### config.mk
export PLATFORM = sky130hd
export DESIGN_NAME = muldiv_seq
export DESIGN_NICKNAME = d
export VERILOG_FILES = /design/src/rtl/muldiv_seq_pkg.sv /design/src/rtl/muldiv_step.sv /design/src/rtl/muldiv_seq.sv
export SDC_FILE = /design/constraint.sdc
export NUM_CORES = 2
export LEC_CHECK = 0
export BUFFER_PORTS_ARGS = -buffer_cell sky130_fd_sc_hd__buf_4
export CAP_MARGIN = 5
export CORE_MARGIN = 1
export CORE_UTILIZATION = 40
export CTS_CLUSTER_DIAMETER = 150
export DETAILED_ROUTE_END_ITERATION = 8
export HOLD_SLACK_MARGIN = 0.1
export PLACE_DENSITY_LB_ADDON = 0.05
export SYNTH_ARGS = -nofsm -noshare
export SYNTH_HDL_FRONTEND = slang
export SYNTH_SLANG_ARGS = --single-unit
### constraint.sdc
create_clock -name clk -period 5 [get_ports clk]
set_input_delay 0.25 -clock clk [delete_from_list [all_inputs] [get_ports clk]]
set_output_delay 0.25 -clock clk [all_outputs]
set_load 0.005 [all_outputs]
### src/rtl/muldiv_seq_pkg.sv
// Shared funct3 codes, FSM states and signedness helpers for the RV64M multiply/divide sequencer.
package muldiv_seq_pkg;

  localparam int XLEN_DEF = 64;
  localparam int WLEN_DEF = 32;

  localparam logic [2:0] F3_MUL    = 3'b000;
  localparam logic [2:0] F3_MULH   = 3'b001;
  localparam logic [2:0] F3_MULHSU = 3'b010;
  localparam logic [2:0] F3_MULHU  = 3'b011;
  localparam logic [2:0] F3_DIV    = 3'b100;
  localparam logic [2:0] F3_DIVU   = 3'b101;
  localparam logic [2:0] F3_REM    = 3'b110;
  localparam logic [2:0] F3_REMU   = 3'b111;

  typedef enum logic [1:0] {
    ST_IDLE,
    ST_CALC,
    ST_FIX,
    ST_DONE
  } state_t;

  function automatic logic a_is_signed(input logic [2:0] f3);
    return (f3 == F3_MUL) || (f3 == F3_MULH) || (f3 == F3_MULHSU) ||
           (f3 == F3_DIV) || (f3 == F3_REM);
  endfunction

  function automatic logic b_is_signed(input logic [2:0] f3);
    return (f3 == F3_MUL) || (f3 == F3_MULH) || (f3 == F3_DIV) || (f3 == F3_REM);
  endfunction

endpackage

### src/rtl/muldiv_step.sv
// One iteration of the shared shift-add multiply / restoring-divide datapath.
module muldiv_step #(
  parameter int XLEN = 64
) (
  input  logic            div_mode,
  input  logic [XLEN-1:0] acc,
  input  logic [XLEN-1:0] lo,
  input  logic [XLEN-1:0] opb,
  output logic [XLEN-1:0] acc_nxt,
  output logic [XLEN-1:0] lo_nxt
);

  logic [XLEN:0]   add_sum;
  logic [XLEN:0]   shifted;
  logic [XLEN-1:0] sub_val;
  logic            fits;

  // The shifted remainder needs one extra bit so unsigned divisors above 2^(XLEN-1) compare correctly.
  always_comb begin
    add_sum = {1'b0, acc} + {1'b0, (lo[0] ? opb : {XLEN{1'b0}})};
    shifted = {acc, lo[XLEN-1]};
    fits    = shifted >= {1'b0, opb};
    sub_val = shifted[XLEN-1:0] - opb;
    if (div_mode) begin
      acc_nxt = fits ? sub_val : shifted[XLEN-1:0];
      lo_nxt  = {lo[XLEN-2:0], fits};
    end else begin
      acc_nxt = add_sum[XLEN:1];
      lo_nxt  = {add_sum[0], lo[XLEN-1:1]};
    end
  end

endmodule

### src/rtl/muldiv_seq.sv
// Iterative RV64M multiply/divide sequencer; *W ops are built only when MULDIV_WORD_OPS_EN is defined,
// otherwise an is_word request completes immediately with res=0.
module muldiv_seq
  import muldiv_seq_pkg::*;
#(
  parameter int XLEN = XLEN_DEF,
  parameter int WLEN = WLEN_DEF
) (
  input  logic            clk,
  input  logic            rstn,
  input  logic            start,
  input  logic [2:0]      funct3,
  input  logic            is_word,
  input  logic [XLEN-1:0] a,
  input  logic [XLEN-1:0] b,
  input  logic            flush,
  output logic            busy,
  output logic            done,
  output logic [XLEN-1:0] res
);

  localparam int CW = $clog2(XLEN);
  localparam logic [CW-1:0] CNT_FULL = CW'(XLEN - 1);
  localparam logic [CW-1:0] CNT_WORD = CW'(WLEN - 1);

  state_t          state, state_nxt;
  logic [2:0]      op_q;
  logic            word_q, neg_main_q, neg_rem_q;
  logic [XLEN-1:0] acc_q, lo_q, opb_q, res_q;
  logic [CW-1:0]   cnt_q;
  logic [XLEN-1:0] acc_nxt, lo_nxt;

  logic            div_op, word_op, illegal_op, sgn_a, sgn_b, b_zero, ovf, special;
  logic [XLEN-1:0] opa, opb, mag_full_a, mag_full_b, mag_a, mag_b, special_res;
  logic [XLEN-1:0] prod_lo, prod_hi, rem_val, fix_val, fix_res;

  // Word ops run on sign-extended low halves; magnitudes are trimmed back to WLEN bits for the loop.
  always_comb begin
    div_op = funct3[2];
`ifdef MULDIV_WORD_OPS_EN
    word_op    = is_word;
    illegal_op = 1'b0;
`else
    word_op    = 1'b0;
    illegal_op = is_word;
`endif
    opa        = word_op ? {{(XLEN-WLEN){a[WLEN-1]}}, a[WLEN-1:0]} : a;
    opb        = word_op ? {{(XLEN-WLEN){b[WLEN-1]}}, b[WLEN-1:0]} : b;
    sgn_a      = a_is_signed(funct3) & opa[XLEN-1];
    sgn_b      = b_is_signed(funct3) & opb[XLEN-1];
    mag_full_a = sgn_a ? -opa : opa;
    mag_full_b = sgn_b ? -opb : opb;
    mag_a      = word_op ? {{(XLEN-WLEN){1'b0}}, mag_full_a[WLEN-1:0]} : mag_full_a;
    mag_b      = word_op ? {{(XLEN-WLEN){1'b0}}, mag_full_b[WLEN-1:0]} : mag_full_b;
    b_zero     = word_op ? (b[WLEN-1:0] == '0) : (b == '0);
    ovf        = ((funct3 == F3_DIV) || (funct3 == F3_REM)) &&
                 (word_op ? ((a[WLEN-1:0] == {1'b1, {(WLEN-1){1'b0}}}) && (&b[WLEN-1:0]))
                          : ((a == {1'b1, {(XLEN-1){1'b0}}}) && (&b)));
    special    = illegal_op || (div_op && (b_zero || ovf));
    special_res = '0;
    if (!illegal_op && b_zero) special_res = funct3[1] ? opa : '1;
    else if (!illegal_op && ovf) special_res = funct3[1] ? '0 : opa;
  end

  muldiv_step #(.XLEN(XLEN)) u_step (
    .div_mode (op_q[2]),
    .acc      (acc_q),
    .lo       (lo_q),
    .opb      (opb_q),
    .acc_nxt  (acc_nxt),
    .lo_nxt   (lo_nxt)
  );

  // The {acc,lo} pair is negated as one 2*XLEN value so MULH* high halves get the borrow from the low half.
  always_comb begin
    prod_lo = neg_main_q ? -lo_q : lo_q;
    prod_hi = neg_main_q ? (~acc_q + XLEN'(lo_q == '0)) : acc_q;
    rem_val = neg_rem_q ? -acc_q : acc_q;
    fix_val = prod_lo;
    case (op_q)
      F3_MUL:                       fix_val = word_q ? (prod_lo >> (XLEN-WLEN)) : prod_lo;
      F3_MULH, F3_MULHSU, F3_MULHU: fix_val = prod_hi;
      F3_DIV, F3_DIVU:              fix_val = prod_lo;
      default:                      fix_val = rem_val;
    endcase
    fix_res = word_q ? {{(XLEN-WLEN){fix_val[WLEN-1]}}, fix_val[WLEN-1:0]} : fix_val;
  end

  always_ff @(posedge clk or negedge rstn) begin
    if (!rstn) state <= ST_IDLE;
    else       state <= state_nxt;
  end

  always_comb begin
    state_nxt = state;
    case (state)
      ST_IDLE: if (start && !flush) state_nxt = special ? ST_DONE : ST_CALC;
      ST_CALC: begin
        if (flush)            state_nxt = ST_IDLE;
        else if (cnt_q == '0) state_nxt = ST_FIX;
      end
      ST_FIX:  state_nxt = flush ? ST_IDLE : ST_DONE;
      default: state_nxt = ST_IDLE;
    endcase
  end

  always_ff @(posedge clk or negedge rstn) begin
    if (!rstn) begin
      op_q       <= '0;
      word_q     <= 1'b0;
      neg_main_q <= 1'b0;
      neg_rem_q  <= 1'b0;
      acc_q      <= '0;
      lo_q       <= '0;
      opb_q      <= '0;
      cnt_q      <= '0;
      res_q      <= '0;
    end else begin
      case (state)
        ST_IDLE: begin
          if (start && !flush) begin
            op_q       <= funct3;
            word_q     <= word_op;
            neg_main_q <= sgn_a ^ sgn_b;
            neg_rem_q  <= sgn_a;
            acc_q      <= '0;
            lo_q       <= (div_op && word_op) ? (mag_a << (XLEN-WLEN)) : mag_a;
            opb_q      <= mag_b;
            cnt_q      <= word_op ? CNT_WORD : CNT_FULL;
            if (special) res_q <= special_res;
          end
        end
        ST_CALC: begin
          if (!flush) begin
            acc_q <= acc_nxt;
            lo_q  <= lo_nxt;
            cnt_q <= cnt_q - CW'(1);
          end
        end
        ST_FIX: begin
          if (!flush) res_q <= fix_res;
        end
        default: ;
      endcase
    end
  end

  assign busy = (state == ST_CALC) || (state == ST_FIX);
  assign done = (state == ST_DONE);
  assign res  = res_q;

endmodule

==> impl_metrics.json <==
{
  "status": "finished with violations",
  "violations": "DRC",
  "synthTopCellsByArea": "dfrtp_1, o21ai_0, ha_1",
  "required_ns": 5.46,
  "synth_area_mm2": 0.0288,
  "period_needed_ns": 4.94,
  "syn-mean-instance-area_um2": 7.23,
  "synth-compound-area-share": 0.294,
  "hold_viol_final": 0,
  "grt_max_degree": 128,
  "firstDrtPassIters": 7,
  "synth_most_common_cell": "o21ai_0",
  "path_max_fanout": 5,
  "routabilityCongestion": 0.957,
  "viasPerCell": 6.05,
  "clk_pin_slew_ns": 0.06,
  "cp_common_cell": "or3_4",
  "start_util": 0.404,
  "gr-usage-all-layers": 0.338,
  "cts.htree.levels": 2,
  "synthSimpleGateAreaFrac": 0.208,
  "finalMaxSlewViolations": 0,
  "clk_latency_ns": 0.59,
  "grt_pass1_wl_um": 191000,
  "die_area_mm2": 0.0731,
  "die_y_um": 270,
  "dp_hpwl_um": 96500,
  "finalCritPeriodShare": 0.987,
  "worstMarginPinSlew_ns": 1.18,
  "leakage_nw": 14.6,
  "cp-end-kind": "flip-flop",
  "synth_top_family_by_area": "compound AO/OA/AOI/OAI gates",
  "crit_chain": "or3_4 > or3_4 > or3_4 > or4_4 > or2_4 > or3_4 > nor4_4 > buf_4 > buf_4 > ha_1 > nand4_1 > o21ai_1 > o21ai_0 > xnor2_1 > a222oi_1 > o22a_1 > a21oi_1",
  "cp_data_arrival_time_ns": 5.39,
  "antenna_found_initial": 0,
  "crit_slowest_cell": "or4_4",
  "ant_nets": 0,
  "syn2layout_area_growth_pct": 20.1,
  "synthMuxAreaShare": 0.0392,
  "syn_inst": 3987,
  "drt_iter0_drc": 3196,
  "cts_buffers": 38,
  "ys_warn_count": 0,
  "ios": 202,
  "std_cell_rows": 98,
  "setup_tns_ns": 0,
  "clock.fmax_mhz": 203,
  "cts_tree": "built",
  "cts_buffer_depth": 3,
  "syn_nets": 4266,
  "yosysTopAreaCellShare": 0.234,
  "overflow": 0,
  "yosys.area.top_type": "dfrtp_1",
  "vias": 31600,
  "synth_cell_type_count": 82,
  "synthAdderAreaFrac": 0.0626,
  "synthTopCellsByCount": "o21ai_0, nand2_1, nor2_1, a21oi_1, dfrtp_1",
  "clock-root-buffer": "clkbuf_16",
  "synth_seq_cells": 269,
  "synth_ff_type": "dfrtp_1",
  "antenna_cells": 0,
  "maxCapViolCount": 0,
  "setup_viol": 0,
  "ys_async_sr_fraction": 1.00,
  "min_path_type": "in2reg",
  "finalPower_mw": 25.6,
  "synth_xor_xnor_area_share": 0.106,
  "synth_edf_count": 0,
  "stdcell_area_mm2": 0.0346,
  "yosysSeqAreaShare": 0.234,
  "wirelength_um": 126000,
  "cp_slowest_stage_delay_ns": 0.43,
  "wl_per_cell_um": 24.2,
  "power_per_cell_area_mw_per_mm2": 740,
  "final_nets": 4515,
  "cp-start-kind": "flip-flop",
  "clock_skew_ns": 0.0273,
  "grt_pass1_vias": 30200,
  "core_region_area_mm2": 0.0714,
  "die_x_um": 270,
  "post_dp_cell_area_mm2": 0.0320,
  "maxSlewHeadroom": 0.212,
  "layout-drive-gt1-share": 0.127,
  "io_buffer_count": 201,
  "drc": 1,
  "cts.sinks": 269,
  "rrSetupSlack_ns": 0.06,
  "rsz0062_at_grt": "true",
  "vdd_drop_max_v": 0.000299,
  "path_class": "reg2reg"
}
==> what timing repair did <==
| item | in CTS | in global routing |
|---|---|---|
| endpoints found under the setup margin | 1 | 44 |
| pin swaps | 0 | 26 |
| hold endpoints to repair | 341 | 0 |
| gates resized for setup | 1 | 67 |
| hold buffers | 108 | 0 |
| setup buffers | 0 | 3 |
==> sequential cells by signal, summed over array words and instances, names as in the netlist <==
name	flops
lo_q	64
neg_rem_q	1
cnt_q	6
res	64
acc_q	64
op_q	3
state	2
opb_q	64
neg_main_q	1
==> layout make-up <==
| cell class | count | area, um2 |
|---|---|---|
| timing repair buffer | 489 | 4080 |
| sequential | 269 | 6740 |
| multi-input combinational | 3291 | 20800 |
| fill | 7314 | 36700 |
| clock buffer | 56 | 1150 |
| clock inverter | 13 | 156 |
| tap | 950 | 1190 |
| inverter | 147 | 552 |
==> critical path: cells and delay by family, from the launching register on <==
kind	cells	cell delay, ns
AND/OR/NAND/NOR	8	2.67
AO/OA/AOI/OAI	5	1.09
flip-flops	1	0.37
buffers and inverters	2	0.32
XOR/XNOR	1	0.19
adder cells (fa/ha/maj)	1	0.16
==> per-layer routing <==
| metal | vias up | share of wire | track usage |
|---|---|---|---|
| li1 | 15000 | - | - |
| met1 | 15100 | 0.45 | 0.469 |
| met2 | 1282 | 0.45 | 0.541 |
| met3 | 221 | 0.064 | 0.0346 |
| met4 | 0 | 0.040 | 0.124 |
| met5 | - | 0 | 0 |
==> where the power goes <==
part / switching (mW) / leakage, nW / total (mW) / internal, mW
Sequential: 1.42 / 3.31 / 4.62 / 3.20
Clock: 1.18 / 0.643 / 2.93 / 1.75
Combinational: 11.2 / 10.6 / 18.0 / 6.82
==> per-stage QoR <==
step / worst slack (ns) / std cells / hold slack (ns) / util
2_1_floorplan: 0.182 / 3987 / -0.0456 / -
3_3_place_gp: 0.0693 / 5035 / 0.129 / 0.448
3_5_place_dp: 0.0326 / 5035 / 0.127 / 0.448
4_1_cts: 0.0138 / 5212 / 0.101 / 0.482
5_1_grt: -0.139 / 5215 / 0.124 / 0.485
6_report: 0.0630 / 5215 / 0.112 / 0.485
==> kinds of logic after synthesis <==
family / after synthesis
AOI/OAI and AO/OA: 1386
and+or+nand+nor: 1300
buffers and inverters: 427
xor gates and xnor gates: 350
DFF: 269
adders and majority gates: 143
muxes: 112
==> final timing paths <==
| check | startpoint | to | depth (start not counted) |
|---|---|---|---|
| min in group asynchronous | rstn | res[18] | 2 |
| hold reg to reg | opb_q[49] | opb_q[49] | 2 |
| setup / recovery | lo_q[51] | res[61] | 17 |
| setup reg to reg | lo_q[51] | res[61] | 17 |
| max in group asynchronous | rstn | opb_q[53] | 3 |
| hold / removal | a[45] | lo_q[45] | 4 |
==> placed cells by master, fill, tap and decap left out, drive strengths merged, types with 47 or more instances in the layout <==
master       Yosys  layout
mux2i          105     105
dlygate4sd3      0     108
inv            146     149
xnor2          181     181
nor3            84      84
o31ai           65      65
buf             29     381
o211ai          71      71
clkbuf         251      56
ha             141     141
xor2           169     169
a21o            70      70
nand3           74      74
o22ai           53      53
nand4           68      68
dfrtp          269     269
o21ai          463     463
o21a            47      47
a21oi          332     332
nor2           390     390
or3             53      53
a22oi           51      51
nand2          435     435
a31oi           48      48
Power figures use the tool's default switching activity.
